[src/rtl/if_program_loader.sv]
// IF-stage program loader and step sequencer: packs UART bytes into IMEM words, then gates pipeline steps until HALT drains.
// Latency: IMEM write strobe one cycle after the 4th byte of a word; o_step is combinational from state and commands (zero latency).
// Backpressure: o_rx_ready drops during each write cycle and stays low once loading ends; later bytes are left unaccepted.
module if_program_loader #(
    parameter int                   BITS_SIZE  = 32,
    parameter int                   SIZE_TOTAL = 256,
    parameter logic [BITS_SIZE-1:0] HALT_INSTR = 32'hFFFFFFFF,
    parameter int                   PIPE_DRAIN = 4
) (
    input  logic                 i_clk,
    input  logic                 i_reset,
    input  logic [7:0]           i_rx_data,
    input  logic                 i_rx_valid,
    output logic                 o_rx_ready,
    input  logic                 i_cmd_run,
    input  logic                 i_cmd_step,
    input  logic [BITS_SIZE-1:0] i_fetch_instr,
    output logic [BITS_SIZE-1:0] o_instrucction_address,
    output logic [BITS_SIZE-1:0] o_instruction,
    output logic                 o_flag_write_intruc,
    output logic                 o_step,
    output logic                 o_load_done,
    output logic                 o_halted,
    output logic                 o_overflow,
    output logic [BITS_SIZE-1:0] o_step_count
);

    localparam int                   DW        = (PIPE_DRAIN < 1) ? 1 : $clog2(PIPE_DRAIN + 1);
    localparam logic [BITS_SIZE-1:0] LAST_ADDR = BITS_SIZE'(SIZE_TOTAL - 4);

    typedef enum logic [2:0] {
        S_LOAD,
        S_READY,
        S_RUN,
        S_DRAIN,
        S_HALT
    } state_t;

    state_t               state_q, state_d;
    logic [1:0]           byte_cnt_q, byte_cnt_d;
    logic [BITS_SIZE-1:0] waddr_q, waddr_d;
    logic [BITS_SIZE-1:0] shreg_q, shreg_d;
    logic                 wr_pend_q, wr_pend_d;
    logic                 run_mode_q, run_mode_d;
    logic [DW-1:0]        drain_cnt_q, drain_cnt_d;
    logic [BITS_SIZE-1:0] step_cnt_q, step_cnt_d;
    logic                 overflow_q, overflow_d;
    logic                 rx_ready;
    logic                 step;
    logic                 wr_strobe;

    always_comb begin
        state_d     = state_q;
        byte_cnt_d  = byte_cnt_q;
        waddr_d     = waddr_q;
        shreg_d     = shreg_q;
        wr_pend_d   = wr_pend_q;
        run_mode_d  = run_mode_q;
        drain_cnt_d = drain_cnt_q;
        overflow_d  = overflow_q;
        rx_ready    = 1'b0;
        step        = 1'b0;
        wr_strobe   = 1'b0;

        case (state_q)
            S_LOAD: begin
                if (wr_pend_q) begin
                    // Write cycle: shreg/waddr are presented on the IMEM port this cycle.
                    wr_strobe = 1'b1;
                    wr_pend_d = 1'b0;
                    waddr_d   = waddr_q + BITS_SIZE'(4);
                    if (shreg_q == HALT_INSTR) begin
                        state_d = S_READY;
                    end else if (waddr_q == LAST_ADDR) begin
                        overflow_d = 1'b1;
                        state_d    = S_READY;
                    end
                end else begin
                    rx_ready = 1'b1;
                    if (i_rx_valid) begin
                        shreg_d = {shreg_q[BITS_SIZE-9:0], i_rx_data};
                        if (byte_cnt_q == 2'd3) begin
                            byte_cnt_d = 2'd0;
                            wr_pend_d  = 1'b1;
                        end else begin
                            byte_cnt_d = byte_cnt_q + 2'd1;
                        end
                    end
                end
            end
            S_READY: begin
                if (i_cmd_run) begin
                    state_d    = S_RUN;
                    run_mode_d = 1'b1;
                end else if (i_cmd_step) begin
                    step = 1'b1;
                end
            end
            S_RUN: begin
                step = 1'b1;
            end
            S_DRAIN: begin
                step = run_mode_q | i_cmd_step;
                if (i_cmd_run) begin
                    run_mode_d = 1'b1;
                end
                if (step) begin
                    drain_cnt_d = drain_cnt_q - DW'(1);
                    if (drain_cnt_q == DW'(1)) begin
                        state_d = S_HALT;
                    end
                end
            end
            default: begin
            end
        endcase

        // A step that fetches the HALT word starts the drain, whichever mode issued it.
        if (step && (state_q == S_READY || state_q == S_RUN) && i_fetch_instr == HALT_INSTR) begin
            state_d     = S_DRAIN;
            drain_cnt_d = DW'(PIPE_DRAIN);
        end

        step_cnt_d = step ? step_cnt_q + BITS_SIZE'(1) : step_cnt_q;
    end

    always_ff @(posedge i_clk) begin
        if (i_reset) begin
            state_q     <= S_LOAD;
            byte_cnt_q  <= 2'd0;
            waddr_q     <= '0;
            shreg_q     <= '0;
            wr_pend_q   <= 1'b0;
            run_mode_q  <= 1'b0;
            drain_cnt_q <= '0;
            step_cnt_q  <= '0;
            overflow_q  <= 1'b0;
        end else begin
            state_q     <= state_d;
            byte_cnt_q  <= byte_cnt_d;
            waddr_q     <= waddr_d;
            shreg_q     <= shreg_d;
            wr_pend_q   <= wr_pend_d;
            run_mode_q  <= run_mode_d;
            drain_cnt_q <= drain_cnt_d;
            step_cnt_q  <= step_cnt_d;
            overflow_q  <= overflow_d;
        end
    end

    assign o_rx_ready             = rx_ready;
    assign o_instrucction_address = waddr_q;
    assign o_instruction          = shreg_q;
    assign o_flag_write_intruc    = wr_strobe;
    assign o_step                 = step;
    assign o_load_done            = (state_q != S_LOAD);
    assign o_halted               = (state_q == S_HALT);
    assign o_overflow             = overflow_q;
    assign o_step_count           = step_cnt_q;

endmodule

[config.mk]
export PLATFORM = sky130hd
export DESIGN_NAME = if_program_loader
export DESIGN_NICKNAME = d
export VERILOG_FILES = /design/src/rtl/if_program_loader.sv
export SDC_FILE = /design/constraint.sdc
export NUM_CORES = 1
export LEC_CHECK = 0
export ABC_AREA = 1
export CELL_PAD_IN_SITES_DETAIL_PLACEMENT = 0
export CELL_PAD_IN_SITES_GLOBAL_PLACEMENT = 1
export CORE_UTILIZATION = 33
export DETAILED_ROUTE_END_ITERATION = 10
export PLACE_DENSITY_LB_ADDON = 0.1
export SLEW_MARGIN = 10
export SYNTH_ARGS = -nofsm -noshare
export SYNTH_HDL_FRONTEND = slang
export SYNTH_SLANG_ARGS = --single-unit
export TNS_END_PERCENT = 10
[constraint.sdc]
create_clock -name i_clk -period 2.15 [get_ports i_clk]
set_input_delay 0.5375 -clock i_clk [delete_from_list [all_inputs] [get_ports i_clk]]
set_output_delay 0.5375 -clock i_clk [all_outputs]
set_load 0.1 [all_outputs]
==> results.txt, run 1 <==
The number of pins exceeding their max-slew limit in the final report is 0. The average wire length per cell after detail routing is 13.1 um. The area added between synthesis and finish is 40.4%. The floorplan die area is 16400 um2. In this run the critical register-to-register path is launched from state_q[1].

STA classifies the critical path startpoint as a primary input. The hold violation total from the final report is 0. After synthesis, the cell types taking the most area are sky130_fd_sc_hd__dfxtp_1 40%, sky130_fd_sc_hd__nand2_1 11%, sky130_fd_sc_hd__nor2_1 9.8%, sky130_fd_sc_hd__inv_1 6.3%, sky130_fd_sc_hd__o21ai_0 5.9%. Of all cell types, the one taking the most synthesized area is sky130_fd_sc_hd__dfxtp_1. The residual DRC count came out at 0.

The number of instances in the placed design came out at 1136. The synthesized area divided by synthesized cell count is 6.71 um2. The detailed router's first-iteration violation count came out at 242. The worst hold path belongs to the class reg -> reg. The number of vias per cell is 4.67.

The share of cells above drive strength 1 is 19.5%. The number of synthesized flops with an enable pin came out at 0. Power spread over the standard cell area amounts to 626 nW/um2.

TritonCTS built the clock tree. The share of the cycle needed by the critical path after routing came out at 96.1%. The clock net sink count is 105. The leakage power figure came out at 0.00298 uW. The total track usage came out at 19.2%.

The count of buffers added on input and output ports is 144. The via count of the first global-routing pass is 5261. The count of state elements after synthesis came out at 105. The count of nets left with antenna violations once routing finished came out at 0. The first-pass GRT wire length came out at 25100 um.

The clock root buffer is sky130_fd_sc_hd__clkbuf_16. The detailed-placement wirelength estimate came out at 11600 um. The number of inserted diodes is 0.

The final instance count without filler cells is 1153. The worst clock skew on the final layout came out at 0.00613 ns. Of the post-synthesis cell area, the dominant cell type holds 40.0%. In this run the worst setup path begins at i_cmd_run. The critical path data required time is 1.61 ns. The initial antenna violation count is 0. The number of warnings reported in the yosys synthesis log came out at 0. The total number of placement rows is 45. The proportion of register bits with asynchronous set or reset after synthesis came out at 0%.

Counting I/O delays and the setup requirement, the final critical path takes 2.07 ns. The initial cell density of the core is 34.2%. Yosys mapped the design onto 39 distinct sky130hd cell types.

The flow ran to the end, and the final reports show no timing, DRC or antenna violations. The routed via count came out at 5383. Clock latency on the worst-skew pair, taken at its later pin, is 0.35 ns. The maximum level of the CTS H-tree came out at 3. The startpoint of the worst hold path is o_overflow. Routability-driven placement finished with a final weighted congestion of 0.821. The die width is 128 um.

After the last flow step, the layout net total stands at 987. The I/O pin total came out at 147. Wires add up to 15100 um. The global-route congestion overflow total is 0. The flop-to-flop setup slack came out at 0.31 ns. The share of the core filled with cells came out at 48.0%. The maximum resistive drop on vdd is 0.000452 V. Before antenna repair, the detailed router went through 5 iterations.

The total of max-cap violations is 0. The critical path is of the in -> out type. The placeable core area is 15400 um2. STA classifies the critical path endpoint as an output pin. The flip-flop cell with the highest count after synthesis is sky130_fd_sc_hd__dfxtp_1. Setup repair after global routing left no endpoint under its margin.

The number of buffers on the longest clock path is 2. The maximum number of pins on one net before global-route repair is 35. Setup violations remaining at the end of the flow were counted as 0.

The sequential cell area fraction in the yosys report came out at 40.0%. The number of standard cells after synthesis is 783. The critical-path maximum fanout is 2.

The number of CTS-inserted buffers is 9. The area of the mapped netlist came out at 5250 um2. The clock input transition at the sequential cells of the worst setup and hold paths is 0.07 ns. The die is 128 um tall.

The highest attainable clock frequency came out at 0.484 GHz. The data arrival time at the worst-slack endpoint came out at 1.53 ns.
-- cells in the mapped netlist, types with 2 or more instances --
cell and number:
sky130_fd_sc_hd__nand2_4 2, sky130_fd_sc_hd__o21ai_0 62, sky130_fd_sc_hd__o21ai_1 4, sky130_fd_sc_hd__nor3_2 2, sky130_fd_sc_hd__nand2_1 160, sky130_fd_sc_hd__dfxtp_1 105, sky130_fd_sc_hd__nor2_1 137, sky130_fd_sc_hd__buf_4 2
sky130_fd_sc_hd__nand3_1 31, sky130_fd_sc_hd__nor3_1 30, sky130_fd_sc_hd__nand3b_1 3, sky130_fd_sc_hd__and3_1 2, sky130_fd_sc_hd__a21oi_1 61, sky130_fd_sc_hd__xor2_1 6, sky130_fd_sc_hd__ha_1 5, sky130_fd_sc_hd__nand4_1 17
sky130_fd_sc_hd__nor4_1 4, sky130_fd_sc_hd__inv_2 5, sky130_fd_sc_hd__buf_2 6, sky130_fd_sc_hd__nor2_2 7, sky130_fd_sc_hd__o21a_1 5, sky130_fd_sc_hd__inv_1 88, sky130_fd_sc_hd__nor2_4 6, sky130_fd_sc_hd__clkbuf_1 12
sky130_fd_sc_hd__buf_6 2, sky130_fd_sc_hd__nand2_2 6
-- final cells by class --
| class | count | area [um2] |
|---|---|---|
| multi-input cells | 563 | 2700 |
| repair buffers | 164 | 1590 |
| inverters | 94 | 357 |
| flip-flops and latches | 105 | 2110 |
| fillers | 1542 | 7990 |
| clock inverters | 6 | 115 |
| clock buffers | 10 | 239 |
| well taps | 211 | 264 |
-- layout by cell type (no fill, tap or decap), types with 2 or more instances in the layout --
master,netlist,final
sky130_fd_sc_hd__bufinv_16,0,3
sky130_fd_sc_hd__xor2_1,6,6
sky130_fd_sc_hd__ha_1,5,5
sky130_fd_sc_hd__clkbuf_16,0,9
sky130_fd_sc_hd__nor2_2,7,7
sky130_fd_sc_hd__clkdlybuf4s50_1,0,43
sky130_fd_sc_hd__nand2_2,6,7
sky130_fd_sc_hd__nor2_1,137,137
sky130_fd_sc_hd__o21a_1,5,5
sky130_fd_sc_hd__nand2_4,2,2
sky130_fd_sc_hd__inv_1,88,86
sky130_fd_sc_hd__nand2_1,160,159
sky130_fd_sc_hd__clkinv_4,0,2
sky130_fd_sc_hd__a21oi_1,61,61
sky130_fd_sc_hd__nor3_1,30,29
sky130_fd_sc_hd__clkinvlp_4,0,2
sky130_fd_sc_hd__buf_4,2,100
sky130_fd_sc_hd__nor4_1,4,4
sky130_fd_sc_hd__inv_2,5,6
sky130_fd_sc_hd__dfxtp_1,105,95
sky130_fd_sc_hd__nand3_1,31,31
sky130_fd_sc_hd__conb_1,1,2
sky130_fd_sc_hd__nor3_2,2,3
sky130_fd_sc_hd__nor2_4,6,6
sky130_fd_sc_hd__o21ai_1,4,4
sky130_fd_sc_hd__nand4_1,17,17
sky130_fd_sc_hd__and3_1,2,2
sky130_fd_sc_hd__o21ai_0,62,62
sky130_fd_sc_hd__dfxtp_2,0,10
sky130_fd_sc_hd__nand3b_1,3,3
sky130_fd_sc_hd__buf_12,0,20
-- power by group --
group	internal (uW)	leakage (uW)	total, uW	switching [uW]
Clock	1170	0.000169	1930	756
Sequential	1990	0.000858	2040	44.9
Combinational	181	0.00195	651	470
Total	3350	0.00298	4620	1270
-- layer usage --
metal | track usage (%) | vias to the layer above | routed length [um]
li1 | - | 2819 | -
met4 | 6.85 | 0 | 275
met2 | 33.3 | 120 | 7370
met3 | 5.30 | 19 | 821
met5 | 0 | - | 0
met1 | 22.6 | 2425 | 6620
-- path summary, 6_finish.rpt --
| kind | end | cells after the start |
|---|---|---|
| max | o_step | 6 |
| min | o_overflow | 1 |
| max reg2reg | o_step_count[27] | 11 |
| min reg2reg | o_overflow | 1 |
-- registers in the layout, summed over array words and instances, names as in the netlist --
name,count
o_instrucction_address,30
byte_cnt_q,2
o_instruction,32
run_mode_q,1
wr_pend_q,1
state_q,3
o_overflow,1
drain_cnt_q,3
o_step_count,32
-- logic make-up after synthesis --
| logic type | count (synthesis) | share of synthesized area, % |
|---|---|---|
| and+or+nand+nor | 413 | 35.2 |
| AOI/OAI and AO/OA | 136 | 13.5 |
| buffers and inverters | 116 | 8.86 |
| DFF | 105 | 40.0 |
| xor gates and xnor gates | 7 | 1.17 |
| adders and majority gates | 5 | 1.19 |
| other | 1 | 0.0714 |
-- repair_timing --
item,4_1_cts,5_1_grt
resized for setup,3,1
setup buffers,1,0
endpoints found under the setup margin,1,2
hold buffers,0,0
pin swaps,2,0
-- through the flow --
stage	hold WS [ns]	setup WS (ns)	cell area, um2	power [uW]	TNS (ns)
2_1_floorplan	0.435	-0.0494	5280	2530	-1.40
5_1_grt	0.486	0.00235	7380	4800	0
4_1_cts	0.476	0.00200	7380	4680	0
3_3_place_gp	0.450	-0.0348	7010	2730	-0.0588
6_report	0.471	0.0829	7380	4620	0
3_5_place_dp	0.452	-0.0666	7010	2740	-0.346
-- worst max-delay path, cell delays in order --
cell and delay (ns):
sky130_fd_sc_hd__clkdlybuf4s50_1 0.44, sky130_fd_sc_hd__nor2_1 0.11, sky130_fd_sc_hd__nand2_1 0.06, sky130_fd_sc_hd__nand2_1 0.10, sky130_fd_sc_hd__buf_12 0.12, sky130_fd_sc_hd__buf_12 0.16
No activity file was read; power rests on OpenSTA's default activity.
==> run 2, diff against run 1 <==
--- a/config.mk
+++ b/config.mk
@@ -8,7 +8,8 @@
 export ABC_AREA = 1
 export CELL_PAD_IN_SITES_DETAIL_PLACEMENT = 0
 export CELL_PAD_IN_SITES_GLOBAL_PLACEMENT = 1
-export CORE_UTILIZATION = 33
+export CORE_UTILIZATION = 36
+export CTS_CLUSTER_DIAMETER = 40
 export DETAILED_ROUTE_END_ITERATION = 10
 export PLACE_DENSITY_LB_ADDON = 0.1
 export SLEW_MARGIN = 10
==> constraint.sdc (replaced) <==
create_clock -name i_clk -period 2.4 [get_ports i_clk]
set_input_delay 0.6 -clock i_clk [delete_from_list [all_inputs] [get_ports i_clk]]
set_output_delay 0.6 -clock i_clk [all_outputs]
set_load 0.1 [all_outputs]
==> run 2 against run 1 <==
First-iteration DRC count rose by 5.0%. Largest power group unchanged. Non-clock buffer count shrank 10. Die area shrank 8.2%. Cell count down 3.6%. Critical path depth is 1 higher. Final area is 4.9% lower. Clock power shrank 25%. Routed wire length down 3.5%. Clock skew increased by 0.0011 ns. Worst setup slack got worse by 0.034 ns. Count of clock-buffer cells in the layout is the same.
==> results.txt, run 2 (synthesis results as in run 1) <==
The average wire length per cell after detail routing was 13.1 um (about the same). The share of cells above drive strength 1 came to 17.6% (-1.9 points). The worst setup path is launched from a primary input. The net count reported at finish is 977 (-1.0%). The minimum period implied by the final worst setup slack came out at 2.35 ns. The detailed router's first-iteration violation count came out at 254 (+5.0%). The slowest stage of the critical path is the sky130_fd_sc_hd__clkdlybuf4s50_1 cell. The number of buffers on the longest clock path came to 2 (unchanged). The global-route congestion overflow total is 0 (unchanged).

The post-route worst hold slack came out at 0.464 ns (-0.00771 ns). The worst clock skew on the final layout is 0.00727 ns (+0.00114 ns). The total of max-cap violations came out at 0 (unchanged). The number of vias per cell came out at 4.78 (+2.4%). The maximum number of pins on one net before global-route repair came out at 58 (+66%).

The via count of the first global-routing pass came out at 4906 (-6.7%). The first-pass GRT wire length is 23100 um (-7.7%). In the layout the commonest cells are 158 x sky130_fd_sc_hd__nand2_1, 137 x sky130_fd_sc_hd__nor2_1, 105 x sky130_fd_sc_hd__dfxtp_1. TritonCTS built the clock tree. The clock net sink count is 105 (unchanged).

The worst setup path is of the in -> out kind. The post-detailed-placement cell area came to 6720 um2 (-4.2%). The clock input transition at the sequential cells of the worst setup and hold paths came to 0.07 ns (about the same). The critical path data required time is 1.80 ns (+0.19 ns).

The clock network latency to the later pin of the worst-skew pair came out at 0.36 ns (about the same). The clock root buffer is sky130_fd_sc_hd__clkbuf_16. In this run the worst hold path is classified as reg -> reg. The placeable core area came out at 14000 um2 (-8.6%). The share of the cycle needed by the critical path after routing came out at 98.0%.

The power share of the sequential group came out at 47.4% (+3.3 points). The total number of placement rows came out at 43 (-4.4%). The residual DRC count is 0 (unchanged). The number of pins exceeding their max-slew limit in the final report came out at 0 (unchanged). The antenna violation net count after detailed routing is 0 (unchanged).

The detailed-placement wirelength estimate came out at 11100 um (-4.4%). The routed via count came out at 5316 (-1.2%). The port buffer count is 144 (unchanged). The global placer's final weighted congestion was 0.852 (+3.8%).

The data arrival time at the worst-slack endpoint is 1.75 ns (+0.22 ns). The fraction of power spent switching nets is 30.6% (+3.0 points). The final count of negative-setup-slack endpoints came out at 0 (unchanged).

The final instance area is 7020 um2 (-4.9%). The I/O pin total was 147 (unchanged). The power share of the clock group is 37.6% (-4.2 points). The combinational group share of total power came to 15.0% (+0.9 points). The number of buffers added to fix hold violations after cts came out at 0 (unchanged). The power per cell area is 549 nW/um2 (-12%).

The maximum level of the CTS H-tree was 3 (unchanged). The leading cell type in the layout, fill and taps excluded is sky130_fd_sc_hd__nand2_1. The signal on the critical path passes through clkdlybuf4s50_1 > inv_1 > nand2_2 > o21ai_2 > nand2_2 > buf_12 > buf_12.

The post-CTS setup buffer count came out at 0 (-1). The die width is 123 um (-4.2%). Timing would allow up to 0.425 GHz. The routed wire length came out at 14600 um (-3.5%).

The internal power consumption came out at 2670 uW (-20%). The run finished with clean final reports. The leakage power figure is 0.00285 uW (-4.1%).

The total track usage is 19.6% (+0.45 points). The length of the first detailed-routing pass in iterations is 5 (unchanged). The endpoint type of the worst setup path is an output pin. The initial antenna violation count came out at 0 (unchanged). The floorplan die area came out at 15100 um2 (-8.2%).

The maximum resistive drop on vdd came out at 0.000349 V (-23%). The hold violation total from the final report was 0 (unchanged). The number of CTS-inserted buffers is 9 (unchanged). The biggest cell delay along the critical path is 0.40 ns (-0.04 ns).

The critical-path maximum fanout came out at 13 (+11). Relative to the synthesized area, the layout overhead comes to 33.5%. The initial cell density of the core is 37.4% (+3.2 points).

The die height is 123 um (-4.2%). The net switching component of the power is 1180 uW (-7.4%). The number of inserted diodes is 0 (unchanged).
==> run 2: changes by cell type in the layout (fill, tap and decap cells not counted), sizes merged <==
cell	delta
dlygate4sd2	-1
clkdlybuf4s50	+1
bufinv	-3
clkinv	-1
clkinvlp	-1
buf	-10
inv	+5
==> run 2: critical path, delay by kind of cell <==
family          cells  cell delay, ns
buf+inv             4            0.81
simple gates        2            0.20
compound gates      1            0.12
==> run 2: metal layers <==
layer | vias up | global-route usage [%] | wire [um]
li1 | 2808 | - | -
met1 | 2397 | 23.4 | 6500
met2 | 103 | 34.0 | 7150
met3 | 8 | 6.18 | 792
met4 | 0 | 4.88 | 112
met5 | - | 0 | 0
==> run 2: timing repair <==
action                                  in CTS  in global routing
gates resized for setup                      1                  2
endpoints found under the setup margin       1                  1
pin swaps                                    0                  1
==> run 2: power groups by stage <==
stage	combinational, uW	clock (uW)	sequential [uW]
final	578	1450	1820
after global routing	609	1570	1830
after CTS	580	1510	1820
after detailed placement	579	0	1870
after global placement	575	0	1860
after floorplan	130	0	2130
==> run 2: path summary, 6_finish.rpt <==
path	from	to	slack (ns)	cells after the start
hold / removal	drain_cnt_q[1]	drain_cnt_q[1]	0.46	2
hold reg to reg	drain_cnt_q[1]	drain_cnt_q[1]	0.46	2
setup / recovery	i_cmd_step	o_step	0.05	7
setup reg to reg	state_q[0]	o_instrucction_address[18]	0.50	10
==> run 2: final cells by class <==
cell class | instances | area [um2]
clock buffers | 10 | 229
clock inverters | 6 | 61.3
flip-flops and latches | 105 | 2100
well taps | 180 | 225
multi-input cells | 563 | 2700
inverters | 94 | 353
fillers | 1474 | 7030
repair buffers | 154 | 1340
==> run 2: stage by stage <==
step	power, uW	util (%)	worst slack, ns	cells	setup TNS (ns)
3_5_place_dp	2440	47.8	0.00990	1096	0
6_report	3850	50.0	0.0489	1112	0
5_1_grt	4010	50.0	-0.00994	1112	-0.00994
2_1_floorplan	2260	-	0.0219	784	0
3_3_place_gp	2440	47.8	-0.00419	1096	-0.00419
4_1_cts	3920	49.9	0.0352	1112	0
==> run 3, diff against run 2 <==
--- a/config.mk
+++ b/config.mk
@@ -8,10 +8,12 @@
 export ABC_AREA = 1
 export CELL_PAD_IN_SITES_DETAIL_PLACEMENT = 0
 export CELL_PAD_IN_SITES_GLOBAL_PLACEMENT = 1
-export CORE_UTILIZATION = 36
+export CORE_UTILIZATION = 33
 export CTS_CLUSTER_DIAMETER = 40
 export DETAILED_ROUTE_END_ITERATION = 10
+export GPL_ROUTABILITY_DRIVEN = 0
 export PLACE_DENSITY_LB_ADDON = 0.1
+export SETUP_SLACK_MARGIN = 0.3
 export SLEW_MARGIN = 10
 export SYNTH_ARGS = -nofsm -noshare
 export SYNTH_HDL_FRONTEND = slang
==> constraint.sdc (replaced) <==
create_clock -name i_clk -period 2.3 [get_ports i_clk]
set_input_delay 0.575 -clock i_clk [delete_from_list [all_inputs] [get_ports i_clk]]
set_output_delay 0.575 -clock i_clk [all_outputs]
set_load 0.1 [all_outputs]
==> run 3 against run 2 <==
Global-route usage shrank 1.3 points. Via count grew 0.70%. Critical path type unchanged. Combinational power grew 3.5%. Largest power group unchanged. Routed wire length is essentially flat. Count of clock-buffer cells in the layout shrank 1. Sequential power grew 4%. Total power grew 8.1%.
==> results.txt, run 3 (synthesis results as in run 1) <==
The worst clock skew on the final layout is 0.00793 ns (+0.000659 ns). The minimum period implied by the final worst setup slack came out at 2.00 ns. The power per cell area is 579 nW/um2 (+5.6%). By startpoint and endpoint, the worst setup path is classified as in -> out. The first-pass GRT wire length came out at 23800 um (+2.6%). The highest attainable clock frequency came out at 0.500 GHz. The maximum level of the CTS H-tree came out at 3 (unchanged). The routed via count came to 5353 (+0.70%).

The biggest cell delay along the critical path is 0.24 ns (-0.16 ns). The detailed router's first-iteration violation count is 257 (+1.2%). The total number of placement rows came out at 45 (+4.7%). The total of max-cap violations is 0 (unchanged). The endpoint identified for the worst register-to-register timing path is o_instruction[22].

The port buffer count was 144 (unchanged). The data arrival time at the worst-slack endpoint came out at 1.42 ns (-0.33 ns). TritonCTS built the clock tree.

The I/O pin total was 147 (unchanged). The number of CTS-inserted buffers came out at 9 (unchanged). The number of buffers on the longest clock path was 2 (unchanged). The classification of the worst-slack hold path is reg -> reg. The number of vias per cell came out at 4.66 (-2.5%). The hold violation total from the final report came to 0 (unchanged). The number of cells on the worst reg-to-reg path came out at 11 (+1). The number of inserted diodes was 0 (unchanged). The headroom to the max-slew limit is 66.7%. The length of the first detailed-routing pass in iterations is 4 (-1). The residual DRC count is 0 (unchanged). The average wire length per cell after detail routing came out at 12.7 um (-3.3%). The net count reported at finish came out at 983 (+0.61%). The area added between synthesis and finish came out at 36.7%. The endpoint type of the worst setup path is an output pin.

The startpoint of the worst hold path is o_step_count[16]. The startpoint identified for the worst register-to-register timing path is state_q[2]. The hold path depth came out at 2 (unchanged). The total negative setup slack is 0 ns (unchanged). The critical path's slowest cell is sky130_fd_sc_hd__dlygate4sd2_1. The die height came out at 128 um (+4.4%). The critical-path maximum fanout came out at 3 (-10). The share of cells above drive strength 1 came out at 20.8% (+3.2 points).

The worst hold path endpoint is o_step_count[16]. The number of pins exceeding their max-slew limit in the final report came out at 0 (unchanged). Setup repair after global routing could not meet its margin everywhere. Of the available clock period, the critical path in the final layout requires 86.9%. The clock network latency to the later pin of the worst-skew pair came out at 0.36 ns (about the same).

The die width came out at 128 um (+4.4%). The critical path data required time came to 1.73 ns (-0.07 ns). Traced cell by cell, the critical path runs through dlygate4sd2_1 > inv_2 > nand2_2 > o21ai_2 > nand2_2 > buf_12 > buf_12. At the pin with the least slew margin, the transition time is 0.499 ns. The routed wire length is 14600 um (about the same). The floorplan die area came to 16400 um2 (+8.9%). The placeable core area is 15400 um2 (+9.5%). The flow ran to the end, and the final reports show no timing, DRC or antenna violations. The flop-to-flop setup slack came out at 0.45 ns (-0.05 ns). The via count of the first global-routing pass came out at 4924 (+0.37%).

The leakage power figure is 0.00292 uW (+2.2%). The clock root buffer is sky130_fd_sc_hd__clkbuf_16. The maximum resistive drop on vdd came out at 0.000360 V (+3.1%). The global-route congestion overflow total is 0 (unchanged). The post-route worst hold slack is 0.469 ns (+0.00561 ns).

Leaving out fill and tap cells, the most frequent cells in the layout are 156 x sky130_fd_sc_hd__nand2_1, 136 x sky130_fd_sc_hd__nor2_1, 109 x sky130_fd_sc_hd__buf_4. The clock input transition at the sequential cells of the worst setup and hold paths is 0.07 ns (about the same). The maximum number of pins on one net before global-route repair came to 74 (+28%).

The total track usage is 18.4% (-1.3 points). The clock net sink count came out at 105 (unchanged). The initial antenna violation count came out at 0 (unchanged).

The final count of negative-setup-slack endpoints is 0 (unchanged). Leaving out fill and tap cells, the most frequent cell in the layout is sky130_fd_sc_hd__nand2_1. The initial cell density of the core came out at 34.2% (-3.2 points).

The antenna violation net count after detailed routing is 0 (unchanged). The detailed-placement wirelength estimate came out at 10800 um (-2.5%). The kind of launch point of the worst setup path is a primary input.
## run 3: where the power goes
group | switching, uW | internal [uW]
Clock | 782 | 882
Sequential | 40.1 | 1860
Combinational | 435 | 163
## run 3: timing repair
item | CTS | global route
pin swaps | 7 | 3
gates resized for setup | 14 | 3
setup endpoints to repair | 3 | 15
hold buffers | 0 | 0
endpoints found under the hold margin | 0 | 0
setup buffers | 7 | 1
## run 3: worst max-delay path by stage
stage	to	startpoint
after floorplan	o_halted	state_q[2]
after global placement	o_step	i_cmd_step
after detailed placement	o_step	i_cmd_step
after CTS	o_step	state_q[1]
after global routing	o_rx_ready	state_q[2]
final	o_step	i_cmd_step
## run 3: stage by stage
stage               area [um2]  setup slack [ns]  cells  total power [uW]  utilization (%)
detailed placement        6780            0.0245   1125              2550             44.1
finish                    7180             0.300   1149              4160             46.7
global route              7180             0.246   1149              4330             46.7
floorplan                 5290            0.0863    784              2360                -
global placement          6780            0.0382   1125              2540             44.1
CTS                       7170             0.262   1148              4220             46.6
## run 3: per-layer routing
metal	up-vias	part of all wire (%)	global-route usage (%)
met2	115	46	30.5
met5	-	0	0
met3	19	5.8	4.72
met1	2392	46	22.7
li1	2827	-	-
met4	0	1.9	7.34
## run 3: worst max-delay path: cells and delay by family
family / cells / cell delay (ns)
buf+inv: 4 / 0.59
simple gates: 2 / 0.14
compound gates: 1 / 0.12
## run 3: layout make-up
| cell class | instances | area (um2) |
|---|---|---|
| Timing Repair Buffer | 160 | 1400 |
| Multi-Input combinational cell | 563 | 2720 |
| Fill cell | 1587 | 8190 |
| Tap cell | 211 | 264 |
| Clock buffer | 9 | 225 |
| Inverter | 94 | 357 |
| Clock inverter | 7 | 92.6 |
| Sequential cell | 105 | 2130 |
